<file path="src/rtl/compare_pkg.sv">
// -----------------------------------------------------------------------------
// compare_pkg
// Shared types and constants for the sequential magnitude comparator.
//   state_e     : controller states (IDLE, RUN)
//   cmp_res_t   : 3-bit one-hot compare result, bit order {x, y, z} = {gt, eq, lt}
//   CMP_*       : result encodings
//   num_digits(): number of DIGIT-wide slices in a WIDTH-bit operand
// -----------------------------------------------------------------------------
package compare_pkg;

  typedef enum logic {
    IDLE = 1'b0,
    RUN  = 1'b1
  } state_e;

  typedef logic [2:0] cmp_res_t;

  localparam cmp_res_t CMP_GT   = 3'b100;
  localparam cmp_res_t CMP_EQ   = 3'b010;
  localparam cmp_res_t CMP_LT   = 3'b001;
  localparam cmp_res_t CMP_NONE = 3'b000;

  // WIDTH is expected to be an exact multiple of DIGIT.
  function automatic int num_digits(input int width, input int digit);
    return width / digit;
  endfunction

endpackage : compare_pkg

</file>
<file path="src/rtl/digit_compare.sv">
// -----------------------------------------------------------------------------
// digit_compare
// Combinational unsigned compare of one DIGIT-wide slice. Exactly one of the
// three outputs is high for any input pair.
// Ports:
//   a_i  in  DIGIT  slice of operand A
//   b_i  in  DIGIT  slice of operand B
//   gt_o out 1      a_i >  b_i
//   eq_o out 1      a_i == b_i
//   lt_o out 1      a_i <  b_i
// -----------------------------------------------------------------------------
module digit_compare #(
  parameter int DIGIT = 4
) (
  input  logic [DIGIT-1:0] a_i,
  input  logic [DIGIT-1:0] b_i,
  output logic             gt_o,
  output logic             eq_o,
  output logic             lt_o
);

  assign gt_o = (a_i >  b_i);
  assign eq_o = (a_i == b_i);
  assign lt_o = (a_i <  b_i);

endmodule : digit_compare

</file>
<file path="src/rtl/seq_compare.sv">
// -----------------------------------------------------------------------------
// seq_compare
// Multi-cycle magnitude comparator. Two WIDTH-bit operands are compared one
// DIGIT-bit slice per clock, most significant slice first, in either unsigned
// or two's complement mode. A start/done handshake launches an operation; the
// one-hot result {x, y, z} is registered and holds until the next completion.
//
// Ports:
//   clk          in  1      system clock, rising edge
//   rst          in  1      synchronous active-high reset
//   start        in  1      request a compare (sampled only in IDLE)
//   signed_mode  in  1      1 = two's complement, 0 = unsigned (latched with start)
//   a            in  WIDTH  operand A (latched with start)
//   b            in  WIDTH  operand B (latched with start)
//   busy         out 1      operation in progress
//   done         out 1      one-cycle pulse, result valid
//   x            out 1      A >  B
//   y            out 1      A == B
//   z            out 1      A <  B
//
// Build option:
//   SEQ_COMPARE_EARLY_EXIT_EN - when defined, the operation completes as soon
//   as a slice differs (latency 1..NUM_DIGITS). When undefined, latency is
//   always NUM_DIGITS cycles. Results are identical in both builds.
// -----------------------------------------------------------------------------
module seq_compare
  import compare_pkg::*;
#(
  parameter int WIDTH = 16,
  parameter int DIGIT = 4
) (
  input  logic             clk,
  input  logic             rst,
  input  logic             start,
  input  logic             signed_mode,
  input  logic [WIDTH-1:0] a,
  input  logic [WIDTH-1:0] b,
  output logic             busy,
  output logic             done,
  output logic             x,
  output logic             y,
  output logic             z
);

  localparam int NUM_DIGITS = num_digits(WIDTH, DIGIT);
  localparam int IDX_W      = (NUM_DIGITS > 1) ? $clog2(NUM_DIGITS) : 1;

  localparam logic [IDX_W-1:0] TOP_IDX = IDX_W'(NUM_DIGITS - 1);
  localparam logic [IDX_W-1:0] IDX_ONE = IDX_W'(1);

  // ---------------------------------------------------------------------------
  // Latched operands, stored as arrays of slices so the slice mux is a plain
  // array index.
  // ---------------------------------------------------------------------------
  logic [NUM_DIGITS-1:0][DIGIT-1:0] a_q;
  logic [NUM_DIGITS-1:0][DIGIT-1:0] b_q;
  logic                             signed_q;

  // Controller state and registered outputs
  state_e           state_q;
  logic [IDX_W-1:0] idx_q;
  logic             decided_q;
  cmp_res_t         res_q;
  cmp_res_t         xyz_q;
  logic             busy_q;
  logic             done_q;

  // Per-cycle slice evaluation
  logic [DIGIT-1:0] a_slice;
  logic [DIGIT-1:0] b_slice;
  logic             dc_gt;
  logic             dc_eq;
  logic             dc_lt;
  cmp_res_t         slice_res;
  cmp_res_t         result_d;
  logic             decided_d;
  logic             finish_d;
  logic             sign_differs;

  wire launch = (state_q == IDLE) && start;

  // ---------------------------------------------------------------------------
  // Operand capture
  // ---------------------------------------------------------------------------
  // NOTE: pure datapath registers carry no reset; they are only read in RUN,
  // which is always entered through a capture, so a reset value would never be
  // observed.
  always_ff @(posedge clk) begin
    if (launch) begin
      a_q      <= a;
      b_q      <= b;
      signed_q <= signed_mode;
    end
  end

  // ---------------------------------------------------------------------------
  // Slice mux and shared compare cell
  // ---------------------------------------------------------------------------
  assign a_slice = a_q[idx_q];
  assign b_slice = b_q[idx_q];

  digit_compare #(
    .DIGIT (DIGIT)
  ) u_digit_compare (
    .a_i  (a_slice),
    .b_i  (b_slice),
    .gt_o (dc_gt),
    .eq_o (dc_eq),
    .lt_o (dc_lt)
  );

  assign sign_differs = a_q[NUM_DIGITS-1][DIGIT-1] ^ b_q[NUM_DIGITS-1][DIGIT-1];

  // ---------------------------------------------------------------------------
  // Slice decision
  // ---------------------------------------------------------------------------
  // NOTE: every variable written here gets a value before any condition, so
  // no path leaves a signal unassigned and no latch is inferred.
  always_comb begin
    slice_res = {dc_gt, dc_eq, dc_lt};

    // In the top slice of a signed compare, differing sign bits decide the
    // result on their own: the operand with sign bit 0 is the larger one.
    // The unsigned slice compare would give the opposite answer there.
    if ((idx_q == TOP_IDX) && signed_q && sign_differs) begin
      slice_res = a_q[NUM_DIGITS-1][DIGIT-1] ? CMP_LT : CMP_GT;
    end

    // The first differing slice wins; later slices never overwrite it.
    result_d  = decided_q ? res_q : slice_res;
    decided_d = decided_q | (slice_res != CMP_EQ);

`ifdef SEQ_COMPARE_EARLY_EXIT_EN
    finish_d = (idx_q == '0) || (slice_res != CMP_EQ);
`else
    finish_d = (idx_q == '0);
`endif
  end

  // ---------------------------------------------------------------------------
  // Controller
  // ---------------------------------------------------------------------------
  // NOTE: sequential state uses non-blocking assignments only, so every
  // register sees the pre-edge values of the others; a later assignment in
  // the same block simply overrides the default given above it.
  always_ff @(posedge clk) begin
    if (rst) begin
      state_q   <= IDLE;
      idx_q     <= '0;
      decided_q <= 1'b0;
      res_q     <= CMP_NONE;
      xyz_q     <= CMP_NONE;
      busy_q    <= 1'b0;
      done_q    <= 1'b0;
    end else begin
      done_q <= 1'b0;
      case (state_q)
        IDLE: begin
          if (start) begin
            state_q   <= RUN;
            busy_q    <= 1'b1;
            idx_q     <= TOP_IDX;
            decided_q <= 1'b0;
          end
        end

        RUN: begin
          res_q     <= result_d;
          decided_q <= decided_d;
          if (finish_d) begin
            // Reaching the last slice undecided means every slice matched,
            // and result_d already carries CMP_EQ in that case.
            state_q <= IDLE;
            busy_q  <= 1'b0;
            done_q  <= 1'b1;
            xyz_q   <= result_d;
          end else begin
            idx_q <= idx_q - IDX_ONE;
          end
        end

        default: begin
          state_q <= IDLE;
          busy_q  <= 1'b0;
        end
      endcase
    end
  end

  assign busy      = busy_q;
  assign done      = done_q;
  assign {x, y, z} = xyz_q;

endmodule : seq_compare

</file>
<file path="config.mk">
export PLATFORM = sky130hd
export DESIGN_NAME = seq_compare
export DESIGN_NICKNAME = d
export VERILOG_FILES = /design/src/rtl/compare_pkg.sv /design/src/rtl/digit_compare.sv /design/src/rtl/seq_compare.sv
export SDC_FILE = /design/constraint.sdc
export NUM_CORES = 1
export LEC_CHECK = 0
export CAP_MARGIN = 20
export CORE_UTILIZATION = 35
export CTS_CLUSTER_DIAMETER = 120
export CTS_CLUSTER_SIZE = 16
export DETAILED_ROUTE_END_ITERATION = 8
export GPL_ROUTABILITY_DRIVEN = 0
export REMOVE_ABC_BUFFERS = 1
export SYNTH_ARGS = -nofsm -noshare
export SYNTH_HDL_FRONTEND = slang
export SYNTH_SLANG_ARGS = --single-unit
</file>
<file path="constraint.sdc">
create_clock -name clk -period 3.2 [get_ports clk]
set_input_delay 0.64 -clock clk [delete_from_list [all_inputs] [get_ports clk]]
set_output_delay 0.64 -clock clk [all_outputs]
set_load 0.01 [all_outputs]
</file>
# Word-level counts from Yosys, hierarchy flattened
# Cells that the tools add are included.
# Widths: inputs -> output; s select.
[totals] reg_bits=45 input_bits=36 output_inout_bits=5 word_cells=56
[op_classes] addsub=1 magnitude_cmp=3 n_eq_ne=6 n_mux=19 n_bitwise=3 n_reduce_logical=8
[op_table] operator="$bmux 4 s2" count=2
[op_table] operator="$mux 3" count=3
[op_table] operator="$mux 4" count=2
[op_table] operator="$mux 1" count=6
[op_table] operator="$pmux 1 s2" count=3
[op_table] operator="$reduce_and 2->1" count=3
[op_table] operator="$eq 4x4->1" count=1
[op_table] operator="$gt 4x4->1" count=1
[op_table] operator="$lt 4x4->1" count=1
[op_table] operator="$mux 2" count=2
[op_table] operator="$ne 2x2->1 const B" count=2
[op_table] operator="$pmux 2 s2" count=1
[op_table] operator="$logic_and 1x1->1" count=3
[op_table] operator="$lt 2x3->1 const B" count=1
[op_table] operator="$ne 3x2->1 const B" count=1
[op_table] operator="$eq 2x2->1 const B" count=1
[op_table] operator="$logic_not 2->1" count=1
[op_table] operator="$ne 2x1->1 const B" count=1
[op_table] operator="$reduce_or 2->1" count=1
[op_table] operator="$sub 2x1->2 const B" count=1
[op_table] operator="$not 1->1" count=1
[op_table] operator="$or 1x1->1" count=1
[op_table] operator="$xor 1x1->1" count=1

# Depth between registers and ports, before layout
# Gate-level depths: netlist (run 1).
[depth] word_depth=7 ltp_mapped=8 depth_no_buf=7

# Hierarchy
# A second synthesis (run 1) with hierarchy kept.
[hier_totals] hier_cells=129 area_unflattened_um2=1905.6
[by_module_without_submodules] mod="seq_compare" instances=1 cells_per_inst=113 area_per_inst_um2=1776.7 seq_area_each_um2=1231.2
[by_module_without_submodules] mod="digit_compare" instances=1 cells_per_inst=16 area_per_inst_um2=128.9 seq_area_each_um2=0.0

# Worst setup path after synthesis (run 1)
# OpenSTA, ideal clock, no wires.
[synth_path] path_kind="input to register" startpoint="in start" endpoint="reg a_q[0] (netlist bit), enable pin" setup_time_ps=424 arrival_ps=2085 required_time_ps=2776 slack_ps=692 path_stages=2 n_path_buf=0 cell_sequence="inv_1 -> nor2_1"
[synth_between] elab_chain_len=1
[synth_lines] element="from (decl)" line_no="seq_compare.sv:34" text="input logic start,"
[synth_lines] element="$logic_and 1x1->1" line_no="seq_compare.sv:80" text="wire launch = (state_q == IDLE) && start;"
[synth_lines] element="net launch" line_no="seq_compare.sv:80"
[synth_lines] element="to (signal assigned)" line_no="seq_compare.sv:90" text="a_q <= a;"
[synth_lines] element="to (decl)" line_no="seq_compare.sv:55" text="logic [NUM_DIGITS-1:0][DIGIT-1:0] a_q;"
# The timed path passes the listed nets, and every way through them passes these cells.
# A chain may end at the register's enable or synchronous reset.

# Worst setup path after layout (run 1)
[layout_path] startpoint="reg idx_q[0]" endpoint="reg decided_q"
[layout_between] elab_chain_len=7 word_cells_on_any_way=14 cone_classes="order compare (2); eq/ne (3); mux (6); bitwise (1); reduce/logical (2)"
[layout_lines] element="from (decl)" line_no="seq_compare.sv:61" text="logic [IDX_W-1:0] idx_q;"
[layout_lines] element="from (signal assigned)" line_no="seq_compare.sv:178" text="idx_q <= idx_q - IDX_ONE;"
[layout_lines] element="$bmux 4 s2, or another cell as far along" line_no="seq_compare.sv:99" text="assign a_slice = a_q[idx_q];"
[layout_lines] element="$mux 4 (implied by the code), or another cell as far along" line_no="seq_compare.sv:99"
[layout_lines] element="$lt 4x4->1, or another cell as far along" line_no="digit_compare.sv:24" text="assign lt_o = (a_i < b_i);"
[layout_lines] element="$mux 3 *" line_no="seq_compare.sv:125" text="if ((idx_q == TOP_IDX) && signed_q && sign_differs) begin"
[layout_lines] element="$ne 3x2->1 *" line_no="seq_compare.sv:131" text="decided_d = decided_q | (slice_res != CMP_EQ);"
[layout_lines] element="$or 1x1->1 *" line_no="seq_compare.sv:131"
[layout_lines] element="$pmux 1 s2 *" line_no="seq_compare.sv:157" text="case (state_q)"
[layout_lines] element="to (signal assigned)" line_no="seq_compare.sv:169" text="decided_q <= decided_d;"
[layout_lines] element="to (decl)" line_no="seq_compare.sv:62" text="logic decided_q;"
# Mark *: on every way between the ends. The rest lies on a longest branch, timed or not. The select of a mux whose other input is x is not followed.

==> results.md, run 1 <==
- Chip width: around 75 um
- Via/cell ratio: approximately 4.6
- Met3 routed WL: about 160 um
- Cell Chain, Critical Path: mux4_2, ha_1, nand4_1, a311oi_1, o21a_1, nor3_1
- Setup bufs post-CTS: 0
- Layout Nets: 207
- Clock skew: about 0.011 ns
- Largest net degree at the start of global routing: 34
- Top sig layer: met4
- Hold Crit Class: reg -> reg
- Average cell area after synthesis: about 15 um^2
- Power Density: about 520 nW/um^2
- RSZ-0062 raised after global routing: no
- Total core area: roughly 5100 um^2
- CTS root buf: clkbuf_8
- CTS tree: yes
- DP Worst Slack: approximately 0.6 ns
- Crit-path max FO: 12
- # resized after CTS: 0
- Drt total wl: ~3000 um
- First-pass GRT wire length: approximately 5000 um
- Final setup violating endpoints: 0
- 1st-iter DRT viols: between 60 and 70
- Outcome: finished, final reports clean
- Leakage: around 0.84 nW
- Post-Synthesis Cells: around 120
- Floorplan row count: 26
- CP endpoint kind: flip-flop
- Post-DRT Antenna Nets: 0
- Max incr delay on CP: 0.76 ns
- Vias: between 1000 and 1500
- Max-cap violations: 0
- Post-Syn Area: about 1900 um^2
- Seq cells post-synth: 45
- Slowest-stage cell, CP: dfxtp_1
- Num CTS Buffers: 5
- Area growth syn-to-layout: 30.4%
- YS warnings: 0
- Setup_tns: 0 ns
- Worst Path Required: around 3.4 ns
- Met2 routed WL: 1490 um
- Sequential area share after synthesis: ~67%
- WP data arrival: 2.71 ns
- H-tree Lvls: 2
- Routed met1 length: about 1300 um
- Buffers on Ports: 40
- Max Freq: 0.392 GHz
- Max-slew violations: 0
- Cts hold-fix bufs: 0
- Worst setup SP type: flip-flop
- Yosys cell types: 33
- Vert. Die Dim: 74.7 um
- Die footprint: around 5600 um^2
- GRT Overall Usage: approximately 13%
- Detailed placement HPWL: 2200 um
- Peak supply drop: 0.297 mV
- Worst slew pin tran: about 0.68 ns
- Min Tclk post-route: 2.55 ns
- DRC: 0
- Worst skew pair latency: ~0.3 ns
- GRT overflow: 0
- Clock tree buffer depth: 2
- Setup WS post-layout: about 0.65 ns
- Post-route clock period utilization: 79.8%
- Critical setup path kind: reg -> reg
- Wire per inst: 12.8 um
- Vias in the first global route: approximately 1100
- Relative slew slack: between 50 and 60%
- Clk sinks: between 40 and 50
- Clk pin slew, worst setup/hold paths: around 0.080 ns
- Antenna cells: 0
- Ports: 41
- Antenna violations before repair: 0
- Starting density of the core: ~36%
- First drt pass iteration count: 4
- Final Hold Fails: 0
- Layout cells sized above 1: between 10% and 20%
-- worst paths after layout --
check,startpoint,to,slack (ns),depth (start not counted)
setup / recovery,idx_q[0]$_SDFFE_PP0P_,decided_q$_SDFFE_PP0P_,0.65,6
hold reg to reg,res_q[0]$_SDFFE_PP0P_,res_q[0]$_SDFFE_PP0P_,0.49,2
hold / removal,res_q[0]$_SDFFE_PP0P_,res_q[0]$_SDFFE_PP0P_,0.49,2
setup reg to reg,idx_q[0]$_SDFFE_PP0P_,decided_q$_SDFFE_PP0P_,0.65,6
-- cells in the mapped netlist --
library cell  instances  share of area [%]
edfxtp_1             33                 54
dfxtp_1              12                 13
inv_1                 9                1.8
mux4_2                8                9.7
a21oi_1               7                1.9
ha_1                  6                4.1
nor2_1                6                1.2
nor3_1                5                1.4
a211oi_1              3                1.2
clkbuf_1              3               0.61
nand2b_1              3                1.0
a311oi_1              2               0.95
buf_2                 2               0.54
nand2_1               2               0.41
o21ai_0               2               0.54
xor2_1                2               0.95
a211oi_2              1               0.68
a22oi_1               1               0.41
a32oi_1               1               0.47
and4b_1               1               0.54
mux2_2                1               0.61
nand3_1               1               0.27
nand3b_1              1               0.41
nand4_1               1               0.34
nor2b_1               1               0.34
o211ai_1              1               0.41
o21a_1                1               0.41
o21ai_1               1               0.27
o21bai_1              1               0.41
o22a_1                1               0.47
o41ai_1               1               0.47
or2_2                 1               0.34
or3_1                 1               0.34
-- cell usage in the layout (no fill, tap or decap), types with 3 or more instances in the layout --
cell / netlist / final
a211oi_1: 3 / 3
a21oi_1: 7 / 7
clkbuf_8: 0 / 5
clkdlybuf4s50_1: 0 / 40
dfxtp_1: 12 / 12
edfxtp_1: 33 / 33
ha_1: 6 / 6
inv_1: 9 / 9
mux4_2: 8 / 8
nand2b_1: 3 / 3
nor2_1: 6 / 5
nor3_1: 5 / 5
-- layout make-up --
type,instances,area (um^2)
fill,474,2700
sequential,45,1230
multi-input combinational,63,567
timing repair buffer,41,408
tap,70,87.6
clock buffer,5,68.8
inverter,9,33.8
clock inverter,2,16.3
-- metal layers --
| metal | up-vias | global-route usage [%] |
|---|---|---|
| met3 | 7 | 4.42 |
| met1 | 496 | 14.5 |
| met4 | 0 | 5.03 |
| met5 | - | 0 |
| met2 | 36 | 21.8 |
| li1 | 553 | - |
-- metrics by stage --
step	cell area (um^2)	instances	util, %	total power [mW]	hold slack (ns)
CTS	2410	235	47.2	1.28	0.488
finish	2410	235	47.2	1.26	0.486
global placement	2330	228	45.6	0.937	0.464
detailed placement	2330	228	45.6	0.944	0.476
global route	2410	235	47.2	1.33	0.506
floorplan	1830	117	-	0.849	0.452
-- worst max-delay path, delay by kind of cell, from the launching register on --
| family | cells | cell delay, ns |
|---|---|---|
| adder cells (fa/ha/maj) | 1 | 0.31 |
| multiplexers | 1 | 0.58 |
| AND/OR/NAND/NOR | 2 | 0.18 |
| flip-flops | 1 | 0.76 |
| AO/OA/AOI/OAI | 2 | 0.58 |
-- cells by family after synthesis --
group	after synthesis	synth area share [%]
and+or+nand+nor	23	6.56
AOI/OAI and AO/OA	23	8.59
adders and majority gates	6	4.06
DFF	45	66.5
buffers and inverters	14	2.97
xor gates and xnor gates	2	0.947
muxes	9	10.3
-- sequential cells by signal (all words and copies together) (netlist names) --
| name | count |
|---|---|
| res_q | 3 |
| state_q | 1 |
| xyz_q | 3 |
| b_q | 16 |
| a_q | 16 |
| signed_q | 1 |
| decided_q | 1 |
| idx_q | 2 |
| done | 1 |
| busy | 1 |
-- power by group --
| part | switching (mW) | internal [mW] |
|---|---|---|
| registers | 0.0364 | 0.674 |
| clock network | 0.184 | 0.150 |
| logic | 0.0882 | 0.127 |
| total | 0.308 | 0.952 |
Note: power is estimated with default switching activity, not from simulation.
==> run 2, diff against run 1 <==
Clock period 3.2 ns to 2.27 ns, I/O delays scaled along.
==> results.md, run 2 (same netlist as run 1, synthesis figures left out) <==
- Top Registers: a_q: 16 flops, b_q: 16 flops
- First-pass GRT wire length: roughly 5000 um
- Area growth syn-to-layout: 34.8%
- Post-DRT Antenna Nets: 0
- Power Density: 770 nW/um^2
- Worst setup SP type: flip-flop
- Clk pin slew, worst setup/hold paths: 0.08 ns
- Vias in the first global route: 1119
- Layout cells sized above 1: between 10% and 20%
- Commonest non-fill, non-tap cell in the layout: clkdlybuf4s50_1
- Buffers on Ports: 40
- Drt total wl: approximately 3000 um
- DP Worst Slack: around 0.012 ns
- Hold Crit Class: reg -> reg
- CP endpoint kind: flip-flop
- First drt pass iteration count: 2
- Worst skew pair latency: roughly 0.29 ns
- CTS tree: yes
- Slowest-stage cell, CP: mux4_2
- Ports: 41
- Max incr delay on CP: approximately 0.5 ns
- Final setup violating endpoints: 0
- Num CTS Buffers: 5
- GRT overflow: 0
- Critical setup path kind: reg -> reg
- Vias: about 1100
- Cell Chain, Critical Path: buf_12, mux4_2, ha_1, o21ai_0, a21oi_2, o211ai_1, a311oi_1
- Post-route clock period utilization: 93.2%
- Leakage: slightly below 0.9 nW
- Leading cell types in the layout, fill and taps excluded: clkdlybuf4s50_1 (40), edfxtp_1 (33), dfxtp_1 (10)
- Via/cell ratio: 4.71
- Max-cap violations: 0
- DRC: 0
- Clock skew: between 0.005 and 0.006 ns
- Total core area: 5110 um^2
- Antenna cells: 0
- Chip width: 74.7 um
- Max-slew violations: 0
- H-tree Lvls: 2
- WP data arrival: 2.26 ns
- Floorplan row count: 26
- Crit-path max FO: 10
- Peak supply drop: 0.402 mV
- Min Tclk post-route: 2.12 ns
- Largest net degree at the start of global routing: 34
- Worst slew pin tran: approximately 0.54 ns
- Clk sinks: 45
- Max Freq: between 0.4 and 0.5 GHz
- Setup WS post-layout: around 0.15 ns
- Final Hold Fails: 0
- 1st-iter DRT viols: ~70
- Worst Path Required: between 2 and 2.5 ns
- Wire per inst: 12.7 um
- CTS root buf: clkbuf_8
- Die footprint: about 5600 um^2
- Worst hold slack: between 0.4 and 0.5 ns
- GRT Overall Usage: between 10% and 20%
- Outcome: finished, final reports clean
- Starting density of the core: a little over a third
- Vert. Die Dim: between 70 and 80 um
- Relative slew slack: about 64%
- Detailed placement HPWL: between 2000 and 2500 um
- Antenna violations before repair: 0
- Layout Nets: approximately 210
- Cts hold-fix bufs: 0
- Clock tree buffer depth: 2
- Tot Pwr: 1.92 mW
==> run 2: cell types whose count changed in the layout (fill, tap and decap cells not counted), sizes merged <==
cell / delta
buf: +2
bufinv: +1
clkbuf: +1
clkinvlp: -1
==> run 2: cell type report <==
cell class | instances | area [um^2]
clock buffers | 6 | 72.6
clock inverters | 2 | 33.8
fillers | 441 | 2610
inverters | 9 | 33.8
multi-input cells | 63 | 584
flip-flops and latches | 45 | 1230
well taps | 70 | 87.6
repair buffers | 43 | 448
==> run 2: where the power goes <==
group,internal [mW],switching [mW],total (mW)
Clock,0.325,0.256,0.581
Combinational,0.198,0.149,0.346
Sequential,0.951,0.0415,0.993
Total,1.47,0.446,1.92
==> run 2: what timing repair did <==
item | 4_1_cts | 5_1_grt
endpoints found under the setup margin | 2 | 5
pin swaps | 0 | 1
buffers inserted | 0 | 0
resized for setup | 2 | 3
==> run 2: worst max-delay path: cells and delay by family (launching register included) <==
kind,cells,cell delay [ns]
AO/OA/AOI/OAI,4,0.66
adder cells (fa/ha/maj),1,0.32
buffers and inverters,1,0.14
flip-flops,1,0.35
multiplexers,1,0.50
==> run 2: path summary, 6_finish.rpt <==
path	startpoint	endpoint	slack, ns	cells after the start
setup / recovery	idx_q[0]$_SDFFE_PP0P_	res_q[2]$_SDFFE_PP0P_	0.15	7
hold / removal	busy$_SDFFE_PP0P_	busy$_SDFFE_PP0P_	0.50	2
setup reg to reg	idx_q[0]$_SDFFE_PP0P_	res_q[2]$_SDFFE_PP0P_	0.15	7
hold reg to reg	busy$_SDFFE_PP0P_	busy$_SDFFE_PP0P_	0.50	2
==> run 2: stage by stage <==
stage / setup TNS (ns) / std cells / cell area (um^2) / utilization, %
global placement: 0 / 230 / 2370 / 46.3
floorplan: -1.76 / 117 / 1830 / -
finish: 0 / 238 / 2490 / 48.8
detailed placement: 0 / 230 / 2370 / 46.3
CTS: 0 / 238 / 2480 / 48.6
global route: -0.00574 / 238 / 2490 / 48.8
==> run 2: layer usage <==
metal / routed length (um) / GRT usage [%]
met5: 0 / 0
met4: 0 / 3.98
met3: 145 / 4.02
met2: 1460 / 20.4
met1: 1410 / 14.9
==> run 3, diff against run 2 <==
Settings changed: MAX_ROUTING_LAYER set to met4, SYNTH_HIERARCHICAL set to 1.
==> results.md, run 3 <==
- Clock tree buffer depth: 2
- H-tree Lvls: 2
- Leading cell types in the layout, fill and taps excluded: clkdlybuf4s50_1 (40), edfxtp_1 (33), dfxtp_1 (11)
- Post-DP Area: 2470 um^2
- Crit-path max FO: 5
- Hold Crit Class: reg -> reg
- First drt pass iteration count: 4
- Starting density of the core: 36.8%
- Chip width: around 76 um
- YS warnings: 6
- Max-slew violations: 0
- Drt total wl: ~3400 um
- Post-synth top area cell: edfxtp_1
- 1st-iter DRT viols: 32
- Vias: ~1200
- Peak supply drop: roughly 0.36 mV
- Relative slew slack: between 60 and 70%
- WP data arrival: between 2 and 3 ns
- Antenna violations before repair: 0
- Worst reg2reg startpoint: idx_q[0]$_SDFFE_PP0P_
- Total core area: 5170 um^2
- Post-synth EDFFs: 33
- CTS root buf: clkbuf_8
- Num CTS Buffers: 5
- Layout cells sized above 1: about 25%
- Cell Chain, Critical Path: buf_6, mux4_2, ha_4, nand2_4, o21bai_4, and2_4, a31oi_4, nor3_2, o31a_1
- Worst skew pair latency: 0.29 ns
- Seq cells post-synth: 45
- Leakage: between 0.9 and 1 nW
- Detailed placement HPWL: around 2600 um
- Final setup violating endpoints: 4
- Outcome: finished, violations left
- Reg2reg path depth: 9
- DRC: 0
- Final Hold Fails: 0
- Max incr delay on CP: 0.53 ns
- Power Density: 752 nW/um^2
- Commonest non-fill, non-tap cell in the layout: clkdlybuf4s50_1
- Top cell type's share of synthesized area: between 50% and 60%
- Family with the most delay on the worst path: compound AO/OA/AOI/OAI gates
- Floorplan row count: 26
- Largest cells by area after synthesis: edfxtp_1 (52%), dfxtp_1 (13%), mux4_2 (8.3%)
- GRT Overall Usage: between 10% and 20%
- Most numerous cell in the Yosys netlist: edfxtp_1
- Worst slew pin tran: between 0.4 and 0.5 ns
- Critical setup path kind: reg -> reg
- Min Tclk post-route: ~2.3 ns
- GRT overflow: 0
- Crit path buffers/inverters: 1
- Synth cell count leaders: edfxtp_1 (33), dfxtp_1 (12), nor2_1 (10), mux4_2 (7), nand2_1 (7)
- Primary FF master, synth: edfxtp_1
- Post-Syn Area: ~1900 um^2
- Final design utilization: between 50% and 60%
- Hold Path Stages: 2
- Antenna cells: 0
- CP endpoint kind: flip-flop
- Setup WS post-layout: -0.0606 ns
- First-pass GRT wire length: ~5400 um
- Wire per inst: approximately 13 um
- Post-route clock period utilization: 103%
- Clock skew: around 0.011 ns
- Post-Synthesis Cells: ~130
- Setup_tns: -0.151 ns
- Die footprint: about 5700 um^2
- Worst setup SP type: flip-flop
- HP Start: res_q[0]$_SDFFE_PP0P_
- CTS tree: yes
- Average cell area after synthesis: between 10 and 15 um^2
- Buffers on Ports: 40
- Post-synthesis async set-or-reset flop share: 0%
- Failing checks: negative setup slack
- R2R Path End: xyz_q[0]$_SDFFE_PP0P_
- DP Cell Count: 245
- Post-DRT Antenna Nets: 0
- Worst hold slack: roughly 0.47 ns
- Clk pin slew, worst setup/hold paths: 0.09 ns
- RSZ-0062 raised after global routing: yes
- Via/cell ratio: about 4.8
- Clk sinks: 45
- Vert. Die Dim: 75.8 um
- Max-cap violations: 0
- Vias in the first global route: between 1000 and 1500
- Yosys cell types: 35
- Layout Cells excl Fill: approximately 250
- Largest net degree at the start of global routing: 24
- Max Freq: 0.429 GHz
- Filler cell count: roughly 460
- Top Registers: a_q: 16 flops, b_q: 16 flops
- Sequential area share after synthesis: about 65%
- Post-route cell area: roughly 2600 um^2
- Area growth syn-to-layout: 38.9%
- Slowest-stage cell, CP: mux4_2
- R2r setup slk: -0.06 ns
- Layout Nets: 224
- Ports: 41
- WHS Endpoint: res_q[0]$_SDFFE_PP0P_
- Worst Path Required: 2.45 ns
==> run 3: cell types whose count changed after synthesis, moves of 2 or more <==
cell      before  now
a211o_1        0    2
nand2_1        2    7
a31oi_1        0    2
nor2_1         6   10
inv_1          9    6
buf_4          0    3
and2_1         0    2
clkbuf_1       3    1
a311oi_1       2    0
==> run 3: per-layer routing <==
layer	GRT usage, %	wire [um]	vias up
met1	14.8	1450	590
met5	-	0	-
met4	4.32	14	0
li1	-	-	593
met2	23.4	1800	30
met3	4.23	139	2
==> run 3: how the worst max path moves through the flow <==
stage                                startpoint               endpoint  cells past startpoint  slack, ns
after CTS                 idx_q[0]$_SDFFE_PP0P_  xyz_q[2]$_SDFFE_PP0P_                     11      -0.06
after global placement    idx_q[0]$_SDFFE_PP0P_  xyz_q[2]$_SDFFE_PP0P_                      9      -0.04
after floorplan           idx_q[0]$_SDFFE_PP0P_  xyz_q[2]$_SDFFE_PP0P_                      8      -0.22
final                     idx_q[0]$_SDFFE_PP0P_  xyz_q[0]$_SDFFE_PP0P_                      9      -0.06
after detailed placement  idx_q[0]$_SDFFE_PP0P_  xyz_q[2]$_SDFFE_PP0P_                      9       -0.1
after global routing      idx_q[0]$_SDFFE_PP0P_  xyz_q[2]$_SDFFE_PP0P_                      9      -0.17
==> run 3: power by group <==
part | total [mW] | leakage (nW) | switching (mW) | internal [mW]
registers | 0.981 | 0.415 | 0.0310 | 0.950
clock network | 0.475 | 0.0455 | 0.262 | 0.213
logic | 0.533 | 0.469 | 0.234 | 0.299
total | 1.99 | 0.929 | 0.527 | 1.46
==> run 3: through the flow <==
step                      total power, mW  worst slack (ns)
final                                1.99           -0.0606
after global routing                 2.09            -0.169
after CTS                            1.95           -0.0639
after detailed placement             1.44           -0.0973
after global placement               1.43           -0.0382
after floorplan                      1.26            -0.224
==> run 3: cells by family (layout without fill, tap and decap cells) <==
logic type | count (synthesis) | in the layout | synth area share, %
flops | 45 | 45 | 64.6
simple gates | 30 | 30 | 7.55
compound gates | 25 | 25 | 9.72
buf+inv | 12 | 66 | 3.02
mux | 9 | 9 | 10.2
fa+ha+maj | 6 | 6 | 3.94
xor+xnor | 2 | 2 | 0.919
==> run 3: repair_timing <==
item | 4_1_cts | 5_1_grt
pin swaps | 3 | 6
setup buffers | 0 | 0
endpoints found under the setup margin | 5 | 6
hold buffers | 0 | 0
gates resized for setup | 6 | 13
==> run 3: worst register-to-register path, cell delays in order (launching register included) <==
cell and delay [ns]:
dfxtp_2 0.36, buf_6 0.13, mux4_2 0.53, ha_4 0.31
nand2_4 0.06, o21bai_4 0.18, and2_4 0.17, a31oi_4 0.14
nor3_2 0.06, o31a_1 0.28
==> run 3: cell type report <==
type	instances	area (um^2)	share of cell area (%)
inverters	7	26.3	0.993
repair buffers	51	515	19.5
multi-input cells	72	698	26.4
well taps	70	87.6	3.31
clock inverters	3	17.5	0.662
clock buffers	5	68.8	2.60
flip-flops and latches	45	1230	46.6
